$ cat src/rtl/mdu_seq.sv
// Sequential multiply/divide unit that owns the HI/LO registers.
// Multiply and divide each take WIDTH iterations plus one sign-fix cycle.
module mdu_seq #(
    parameter int WIDTH = 32
) (
    input  logic             i_clk,
    input  logic             i_rst_n,
    input  logic             i_start,
    input  logic [2:0]       i_op,
    input  logic [WIDTH-1:0] i_op1,
    input  logic [WIDTH-1:0] i_op2,
    output logic             o_busy,
    output logic             o_done,
    output logic             o_div_zero,
    output logic [WIDTH-1:0] o_hi,
    output logic [WIDTH-1:0] o_lo
);
    localparam int CW = $clog2(WIDTH + 1);

    typedef enum logic [1:0] {IDLE, RUN, FIX} state_t;
    state_t state_reg, state_next;

    logic [CW-1:0]      cnt_reg;
    logic [2*WIDTH-1:0] acc_reg, acc_next;
    logic [WIDTH-1:0]   mag_b_reg, raw_a_reg;
    logic               is_div_reg, neg_x_reg, neg_a_reg, zero_b_reg;
    logic [WIDTH-1:0]   hi_reg, lo_reg;
    logic               done_reg, div_zero_reg;

    logic               accept_md, accept_mt, sgn_op, sgn_a, sgn_b;
    logic [WIDTH-1:0]   mag_a, mag_b;

    assign accept_md = (state_reg == IDLE) && i_start && !i_op[2];
    assign accept_mt = (state_reg == IDLE) && i_start && i_op[2] && !i_op[1];
    assign sgn_op    = !i_op[0];
    assign sgn_a     = sgn_op && i_op1[WIDTH-1];
    assign sgn_b     = sgn_op && i_op2[WIDTH-1];
    // The most-negative value negates to itself, which read unsigned is its magnitude.
    assign mag_a     = sgn_a ? -i_op1 : i_op1;
    assign mag_b     = sgn_b ? -i_op2 : i_op2;

    always_ff @(posedge i_clk or negedge i_rst_n) begin
        if (!i_rst_n) state_reg <= IDLE;
        else          state_reg <= state_next;
    end

    always_comb begin
        state_next = state_reg;
        case (state_reg)
            IDLE:    if (accept_md) state_next = RUN;
            RUN:     if (cnt_reg == CW'(1)) state_next = FIX;
            FIX:     state_next = IDLE;
            default: state_next = IDLE;
        endcase
    end

    // One iteration step; both algorithms share the 2*WIDTH accumulator.
    logic [WIDTH:0]   mul_sum, div_shift, div_trial;
    logic             q_bit;
    always_comb begin
        mul_sum   = {1'b0, acc_reg[2*WIDTH-1:WIDTH]};
        if (acc_reg[0]) mul_sum = mul_sum + {1'b0, mag_b_reg};
        div_shift = acc_reg[2*WIDTH-1:WIDTH-1];
        div_trial = div_shift - {1'b0, mag_b_reg};
        q_bit     = !div_trial[WIDTH];
        if (is_div_reg)
            acc_next = {(q_bit ? div_trial[WIDTH-1:0] : div_shift[WIDTH-1:0]),
                        acc_reg[WIDTH-2:0], q_bit};
        else
            acc_next = {mul_sum, acc_reg[WIDTH-1:1]};
    end

    logic [2*WIDTH-1:0] prod_fix;
    logic [WIDTH-1:0]   fix_hi, fix_lo;
    always_comb begin
        prod_fix = neg_x_reg ? -acc_reg : acc_reg;
        fix_hi   = prod_fix[2*WIDTH-1:WIDTH];
        fix_lo   = prod_fix[WIDTH-1:0];
        if (is_div_reg) begin
            if (zero_b_reg) begin
                fix_hi = raw_a_reg;
                fix_lo = '1;
            end else begin
                fix_hi = neg_a_reg ? -acc_reg[2*WIDTH-1:WIDTH] : acc_reg[2*WIDTH-1:WIDTH];
                fix_lo = neg_x_reg ? -acc_reg[WIDTH-1:0] : acc_reg[WIDTH-1:0];
            end
        end
    end

    always_ff @(posedge i_clk or negedge i_rst_n) begin
        if (!i_rst_n) begin
            cnt_reg      <= '0;
            acc_reg      <= '0;
            mag_b_reg    <= '0;
            raw_a_reg    <= '0;
            is_div_reg   <= 1'b0;
            neg_x_reg    <= 1'b0;
            neg_a_reg    <= 1'b0;
            zero_b_reg   <= 1'b0;
            hi_reg       <= '0;
            lo_reg       <= '0;
            done_reg     <= 1'b0;
            div_zero_reg <= 1'b0;
        end else begin
            done_reg     <= 1'b0;
            div_zero_reg <= 1'b0;
            case (state_reg)
                IDLE: begin
                    if (accept_md) begin
                        cnt_reg    <= CW'(WIDTH);
                        acc_reg    <= {{WIDTH{1'b0}}, mag_a};
                        mag_b_reg  <= mag_b;
                        raw_a_reg  <= i_op1;
                        is_div_reg <= i_op[1];
                        neg_x_reg  <= sgn_a ^ sgn_b;
                        neg_a_reg  <= sgn_a;
                        zero_b_reg <= (i_op2 == '0);
                    end
                    if (accept_mt && !i_op[0]) hi_reg <= i_op1;
                    if (accept_mt &&  i_op[0]) lo_reg <= i_op1;
                end
                RUN: begin
                    cnt_reg <= cnt_reg - CW'(1);
                    acc_reg <= acc_next;
                end
                FIX: begin
                    hi_reg       <= fix_hi;
                    lo_reg       <= fix_lo;
                    done_reg     <= 1'b1;
                    div_zero_reg <= is_div_reg && zero_b_reg;
                end
                default: ;
            endcase
        end
    end

    assign o_busy     = (state_reg != IDLE);
    assign o_done     = done_reg;
    assign o_div_zero = div_zero_reg;
    assign o_hi       = hi_reg;
    assign o_lo       = lo_reg;
endmodule
$ cat config.mk
export PLATFORM = sky130hd
export DESIGN_NAME = mdu_seq
export DESIGN_NICKNAME = d
export VERILOG_FILES = /design/src/rtl/mdu_seq.sv
export SDC_FILE = /design/constraint.sdc
export NUM_CORES = 1
export LEC_CHECK = 0
export ABC_AREA = 1
export BUFFER_PORTS_ARGS = -buffer_cell sky130_fd_sc_hd__clkbuf_2
export CORE_ASPECT_RATIO = 0.75
export CORE_MARGIN = 2
export CORE_UTILIZATION = 25
export CTS_CLUSTER_DIAMETER = 80
export DETAILED_ROUTE_END_ITERATION = 12
export PLACE_DENSITY = 0.43
export SYNTH_ARGS = -nofsm -noshare
export SYNTH_HDL_FRONTEND = slang
export SYNTH_SLANG_ARGS = --single-unit
export TNS_END_PERCENT = 100
$ cat constraint.sdc
create_clock -name i_clk -period 3.79 [get_ports i_clk]
set_clock_uncertainty 0.1 [all_clocks]
set_input_delay 0 -clock i_clk [delete_from_list [all_inputs] [get_ports i_clk]]
set_output_delay 0 -clock i_clk [all_outputs]
set_load 0.01 [all_outputs]
==> results of run 1 <==
[layer usage]
layer  vias to the layer above  track usage [%]
met2                       855            31.58
met3                        76            7.621
met5                         -            1.389
li1                      10980                -
met1                     10610            37.01
met4                         2            3.822
[worst min path at each step]
stage,slack [ns],to,from,cells past startpoint
after floorplan,-0.40,acc_reg[0],i_rst_n,0
after global placement,-0.02,o_hi[14],i_rst_n,1
after detailed placement,-0.04,o_hi[14],i_rst_n,1
after CTS,0.01,o_lo[19],i_rst_n,3
after global routing,0.03,o_hi[14],i_rst_n,3
final,0.003,o_hi[14],i_rst_n,3
[per-stage QoR]
step                      setup slack, ns  hold slack (ns)  cell area [sq um]  power [mW]  util [%]
after floorplan                     1.341          -0.3956              19380       5.014         -
after global placement             0.7950         -0.02355              21340       6.378     27.77
after detailed placement           0.7110         -0.03510              21340       6.341     27.77
after CTS                          0.6306          0.01260              23430       9.729     30.48
after global routing               0.3334          0.03208              23430       10.36     30.48
final                              0.5668         0.003165              23430       9.756     30.48
[synth_stat cells, drive strengths merged (4+ instances only)]
master	instances
xnor2	14
inv	396
xor2	39
or2	14
nand2	1052
clkbuf	90
nand4	33
buf	44
nor2	417
clkinv	4
dfrtp	206
o31ai	4
o22ai	5
a21oi	231
o21bai	9
nand3	258
o211ai	24
nand3b	21
a31oi	33
ha	70
a21o	7
o21ai	266
nor3	25
[layout make-up]
type | count | area [sq um] | area share (%)
inverter | 400 | 1504 | 6.420
antenna | 1 | 2.502 | 0.01068
sequential | 206 | 5157 | 22.01
tap | 1035 | 1295 | 5.528
clock inverter | 19 | 276.5 | 1.180
multi-input combinational | 2545 | 12180 | 52.01
clock buffer | 37 | 848.3 | 3.621
timing repair buffer | 293 | 2160 | 9.218
[logic make-up after synthesis]
group                    share of synthesized area (%)
AO/OA/AOI/OAI                                    16.57
XOR/XNOR                                         2.395
flip-flops                                       26.59
buffers and inverters                            10.66
multiplexers                                    0.1033
adder cells (fa/ha/maj)                          4.725
AND/OR/NAND/NOR                                  38.96
[where the power goes]
part | leakage [nW] | internal, mW | switching, mW
Sequential | 2.38 | 2.32 | 0.153
Clock | 0.556 | 2.00 | 1.26
Combinational | 8.91 | 1.27 | 2.75
Total | 11.8 | 5.59 | 4.17
[timing repair]
item / CTS / global route
hold endpoints to repair: 349 / 0
hold buffers: 94 / 0
resized for setup: 0 / 0
[worst min-delay path: stages]
cell and delay, ns:
dlygate4sd3_1 0.56, buf_8 0.19, buf_16 0.34
==> results.yml, run 1 <==
sta:
  finalHoldViolCount: 0
  finalCritPeriodShare_pct: 85.04
  setup_violations: 0
  finalSetupTns_ns: 0
  final.min_clock_period_ns: 3.223
  drv_slew: 0
  max_freq_ghz: 0.3103
  slew_headroom_pct: 31.92
  worst_pin_slew_ns: 1.021
  rsz0062_at_grt: "false"
drt:
  vias: 22520
  highest_layer: "met5"
  antenna_left: 0
  drtIter0Drc: 2395
  wl_met2_mm: 36.59
  drtPass1Iterations: 5
  wl_met3_mm: 10.37
  drc_errors: 0
  drt_wl_total_mm: 97.65
  routedWlPerCell_microns: 21.53
  m1WireLength_mm: 48.91
  viasPerCell: 4.965
finish:
  fin_nets: 3618
  layout_commonest_cell: "nand2_1"
  drive_gt1_share_pct: 9.429
  final_cells: 4536
  area_growth_pct: 20.85
  layout_common_cells: "nand2_1, nor2_1, inv_1"
  nFillCells: 8792
  largest_reg_flops: 64
flow_run:
  cap_viol_max_count: 0
worst_setup_path:
  r2r_slack_ns: 0.67
  worstPathRequired_ns: 4.20
  reg2reg_depth: 19
  start_kind: "input port"
  crit_chain: "dlygate4sd3_1 -> clkbuf_2 -> inv_1 -> ha_1 -> nand3_1 -> nor3_2 -> nand3_1 -> nor2_1 -> inv_1 -> nor2_1 -> nand3_1 -> nand3_1 -> dlygate4sd3_1 -> nand3_1 -> dlygate4sd3_1 -> o21ai_0"
  worstSetupPathType: "in -> reg"
  critPathTopFamily: "buffers and inverters"
  worstPathMaxFanout: 4
  cp_common_cell: "nand3_1"
  cp-end-kind: "register"
  crit_cells: 16
  reg2reg_from: "acc_reg[31]"
  r2r_end: "acc_reg[52]"
  crit_buf_inv: 6
  slowest_delay_ns: 0.67
  crit_start: "i_op2[0]"
  crit_path_end: "mag_b_reg[22]"
  crit_slowest_cell: "dlygate4sd3_1"
  cp.arrival_ns: 3.63
cts:
  cts_sinks: 206
  cts.clk_slew.worst_paths_ns: 0.06
  post-cts-setup-buffers: 0
  cts_tree: "done"
  clk_path_buf_depth: 3
  clock_latency_ns: 0.60
  cts_htree_levels: 1
  cts_root_buf: "clkbuf_16"
  cts_made_buffers: 30
synthesis:
  synth_ff_type: "dfrtp_1"
  yosys_warnings: 0
  synth_top_area_cell: "dfrtp_1"
  async_flop_share_pct: 100.0
  synthTopCellsByArea: "dfrtp_1, nand2_1, nor2_1"
  post_synth.cell_area_avg_sq_um: 5.901
  synthCells: 3285
  ys_seq_elements: 206
  synth_edf_count: 0
  ys_seq_area_share_pct: 26.59
  synth_area_sq_mm: 0.01938
  syn_nets: 3427
  yosys.area.top_type_share_pct: 26.59
  synth.distinct_cells: 51
die:
  core-area_sq_mm: 0.07685
  initial_core_util_pct: 25.22
  die-area_sq_mm: 0.07980
  fp.dieW_microns: 325.5
  die_height_microns: 245.2
  ios: 137
  rows: 88
hold_path:
  hp-class: "in -> async"
place:
  dpl.cell_count: 4385
  io_buffers: 136
  gp_routability_congestion: 0.9851
  dp_hpwl_mm: 77.27
global_routing:
  grt-ovfl-total: 0
  grt_pass1_wl_mm: 143.0
  grt_max_degree: 82
  track_usage_pct: 23.88
  antenna_found_initial: 1
  first_global_vias: 20790
run_status:
  run_status: "finished, final reports clean"
power:
  ir_drop_v: 0.0003497
  power_density_mw_per_mm2: 416.4
  total_leakage_power_nw: 11.85
No activity file was read; power rests on OpenSTA's default activity.
==> inputs of run 2 (changes only) <==
Settings changed: ABC_CLOCK_PERIOD_IN_PS set to 3790, CELL_PAD_IN_SITES_DETAIL_PLACEMENT set to 1, CELL_PAD_IN_SITES_GLOBAL_PLACEMENT set to 1, PLACE_DENSITY 0.43 to 0.54.
==> results.yml, run 2 (same netlist as run 1, synthesis figures left out) <==
finish:
  regArea_sq_mm: 0.005157
  antenna_cells: 0
  multi_input_area_sq_mm: 0.01218
  layout_commonest_cell: "nand2_1"
  largest_reg_flops: 64
  layout_common_cells: "nand2_1, nor2_1, inv_1"
  fin_nets: 3612
  final_cells: 4526
  area_growth_pct: 19.89
  post-route-util_pct: 30.24
  nFillCells: 10110
  drive_gt1_share_pct: 9.138
power:
  power.switching_mw: 4.287
  combPwrFrac_pct: 42.3
  p_clk_share_pct: 30.6
  ir_drop_v: 0.0002905
  seq_power_share_pct: 27.1
  power.internal_mw: 5.272
  total_leakage_power_nw: 11.73
  power_density_mw_per_mm2: 411.3
  power_mw: 9.559
  sw_frac_of_total_pct: 44.85
worst_setup_path:
  critPathTopFamily: "buffers and inverters"
  r2r_slack_ns: 0.55
  crit_path_end: "acc_reg[27]"
  cp.arrival_ns: 3.76
  r2r_end: "acc_reg[43]"
  worstPathMaxFanout: 6
  worstPathRequired_ns: 4.22
  worstSetupPathType: "in -> reg"
  crit_cells: 19
  crit_start: "i_op1[1]"
  crit_buf_inv: 5
  crit_slowest_cell: "dlygate4sd3_1"
  cp_common_cell: "nand2_1"
  slowest_delay_ns: 0.59
  cp-end-kind: "register"
  reg2reg_depth: 16
  start_kind: "input port"
  reg2reg_from: "acc_reg[32]"
  crit_chain: "dlygate4sd3_1 -> clkbuf_2 -> inv_1 -> nand3_1 -> nor2_4 -> nand2_1 -> nor2_2 -> nand2_2 -> nor2_1 -> nand2_1 -> nand2_1 -> nand2_1 -> nand2_1 -> dlygate4sd3_1 -> nand3_1 -> dlygate4sd3_1 -> nand2_1 -> nand2_1 -> nand2_1"
die:
  die_height_microns: 245.2
  die-area_sq_mm: 0.07980
  rows: 88
  fp.dieW_microns: 325.5
  initial_core_util_pct: 25.22
  core-area_sq_mm: 0.07685
  ios: 137
cts:
  cts_sinks: 206
  cts_htree_levels: 1
  cts.clk_slew.worst_paths_ns: 0.07
  cts_tree: "done"
  clk_path_buf_depth: 3
  clock_latency_ns: 0.59
  cts_root_buf: "clkbuf_16"
  cts_made_buffers: 29
global_routing:
  grt_max_degree: 98
  antenna_found_initial: 5
  grt-ovfl-total: 0
  first_global_vias: 22070
  grt_pass1_wl_mm: 154.3
  track_usage_pct: 25.98
hold_path:
  hp-class: "in -> reg"
  hold_path_startpoint: "i_op[1]"
sta:
  rsz0062_at_grt: "false"
  finalSetupTns_ns: 0
  max_freq_ghz: 0.3011
  worst_pin_slew_ns: 1.016
  drv_slew: 0
  finalHoldViolCount: 0
  setup_violations: 0
  final.min_clock_period_ns: 3.321
  slew_headroom_pct: 31.56
  finalCritPeriodShare_pct: 87.64
flow_run:
  cap_viol_max_count: 0
run_status:
  run_status: "finished, final reports clean"
drt:
  viasPerCell: 5.039
  drt_wl_total_mm: 105.0
  drtPass1Iterations: 5
  vias: 22810
  drc_errors: 0
  drtIter0Drc: 1817
  antenna_left: 0
  routedWlPerCell_microns: 23.20
place:
  io_buffers: 136
  dp_hpwl_mm: 83.44
  gp_routability_congestion: 0.9135
  dpl.cell_count: 4381
-- run 2: cell type report --
type,instances,share of cell area [%]
multi-input combinational,2545,52.43
sequential,206,22.19
timing repair buffer,288,9.142
inverter,400,6.471
tap,1035,5.572
clock buffer,34,3.246
clock inverter,18,0.9476
-- run 2: worst min-delay path, stage by stage --
cell           delay, ns
dlygate4sd3_1       0.52
clkbuf_2            0.13
nand2_1             0.05
o21ai_0             0.06
-- run 2: timing repair --
item / CTS / global route
setup buffers: 0 / 0
endpoints found under the hold margin: 296 / 0
gates resized for setup: 0 / 0
setup endpoints to repair: 0 / 0
hold buffers: 93 / 0
-- run 2: worst min-delay path by stage --
stage | to | cells after the start
2_1_floorplan | acc_reg[0] | 0
3_3_place_gp | o_div_zero | 1
3_5_place_dp | o_div_zero | 1
4_1_cts | is_div_reg | 4
5_1_grt | is_div_reg | 4
6_report | is_div_reg | 4
-- run 2: power by group through the flow --
stage                     logic [mW]  registers, mW  clock network, mW
final                           4.04           2.59               2.93
after floorplan                 2.56           2.46                  0
after detailed placement        3.87           2.62                  0
after CTS                       3.97           2.58               2.98
after global placement          3.86           2.62                  0
after global routing            4.48           2.60               3.06
-- run 2: metrics by stage --
step / hold WS (ns) / setup WS, ns / instance area, sq um
2_1_floorplan: -0.3956 / 1.341 / 19380
3_3_place_gp: 0.02226 / 0.7208 / 21320
3_5_place_dp: 0.01956 / 0.5812 / 21320
4_1_cts: 0.09956 / 0.5550 / 23240
5_1_grt: 0.1781 / 0.2615 / 23240
6_report: 0.1215 / 0.4686 / 23240
-- run 2: per-layer routing --
metal / global-route usage (%) / wire (microns) / part of all wire [%]
met1: 40.56 / 54660 / 52
met2: 34.06 / 38790 / 37
met3: 8.283 / 9692 / 9.2
met4: 4.283 / 1830 / 1.7
met5: 0 / 13 / 0.012
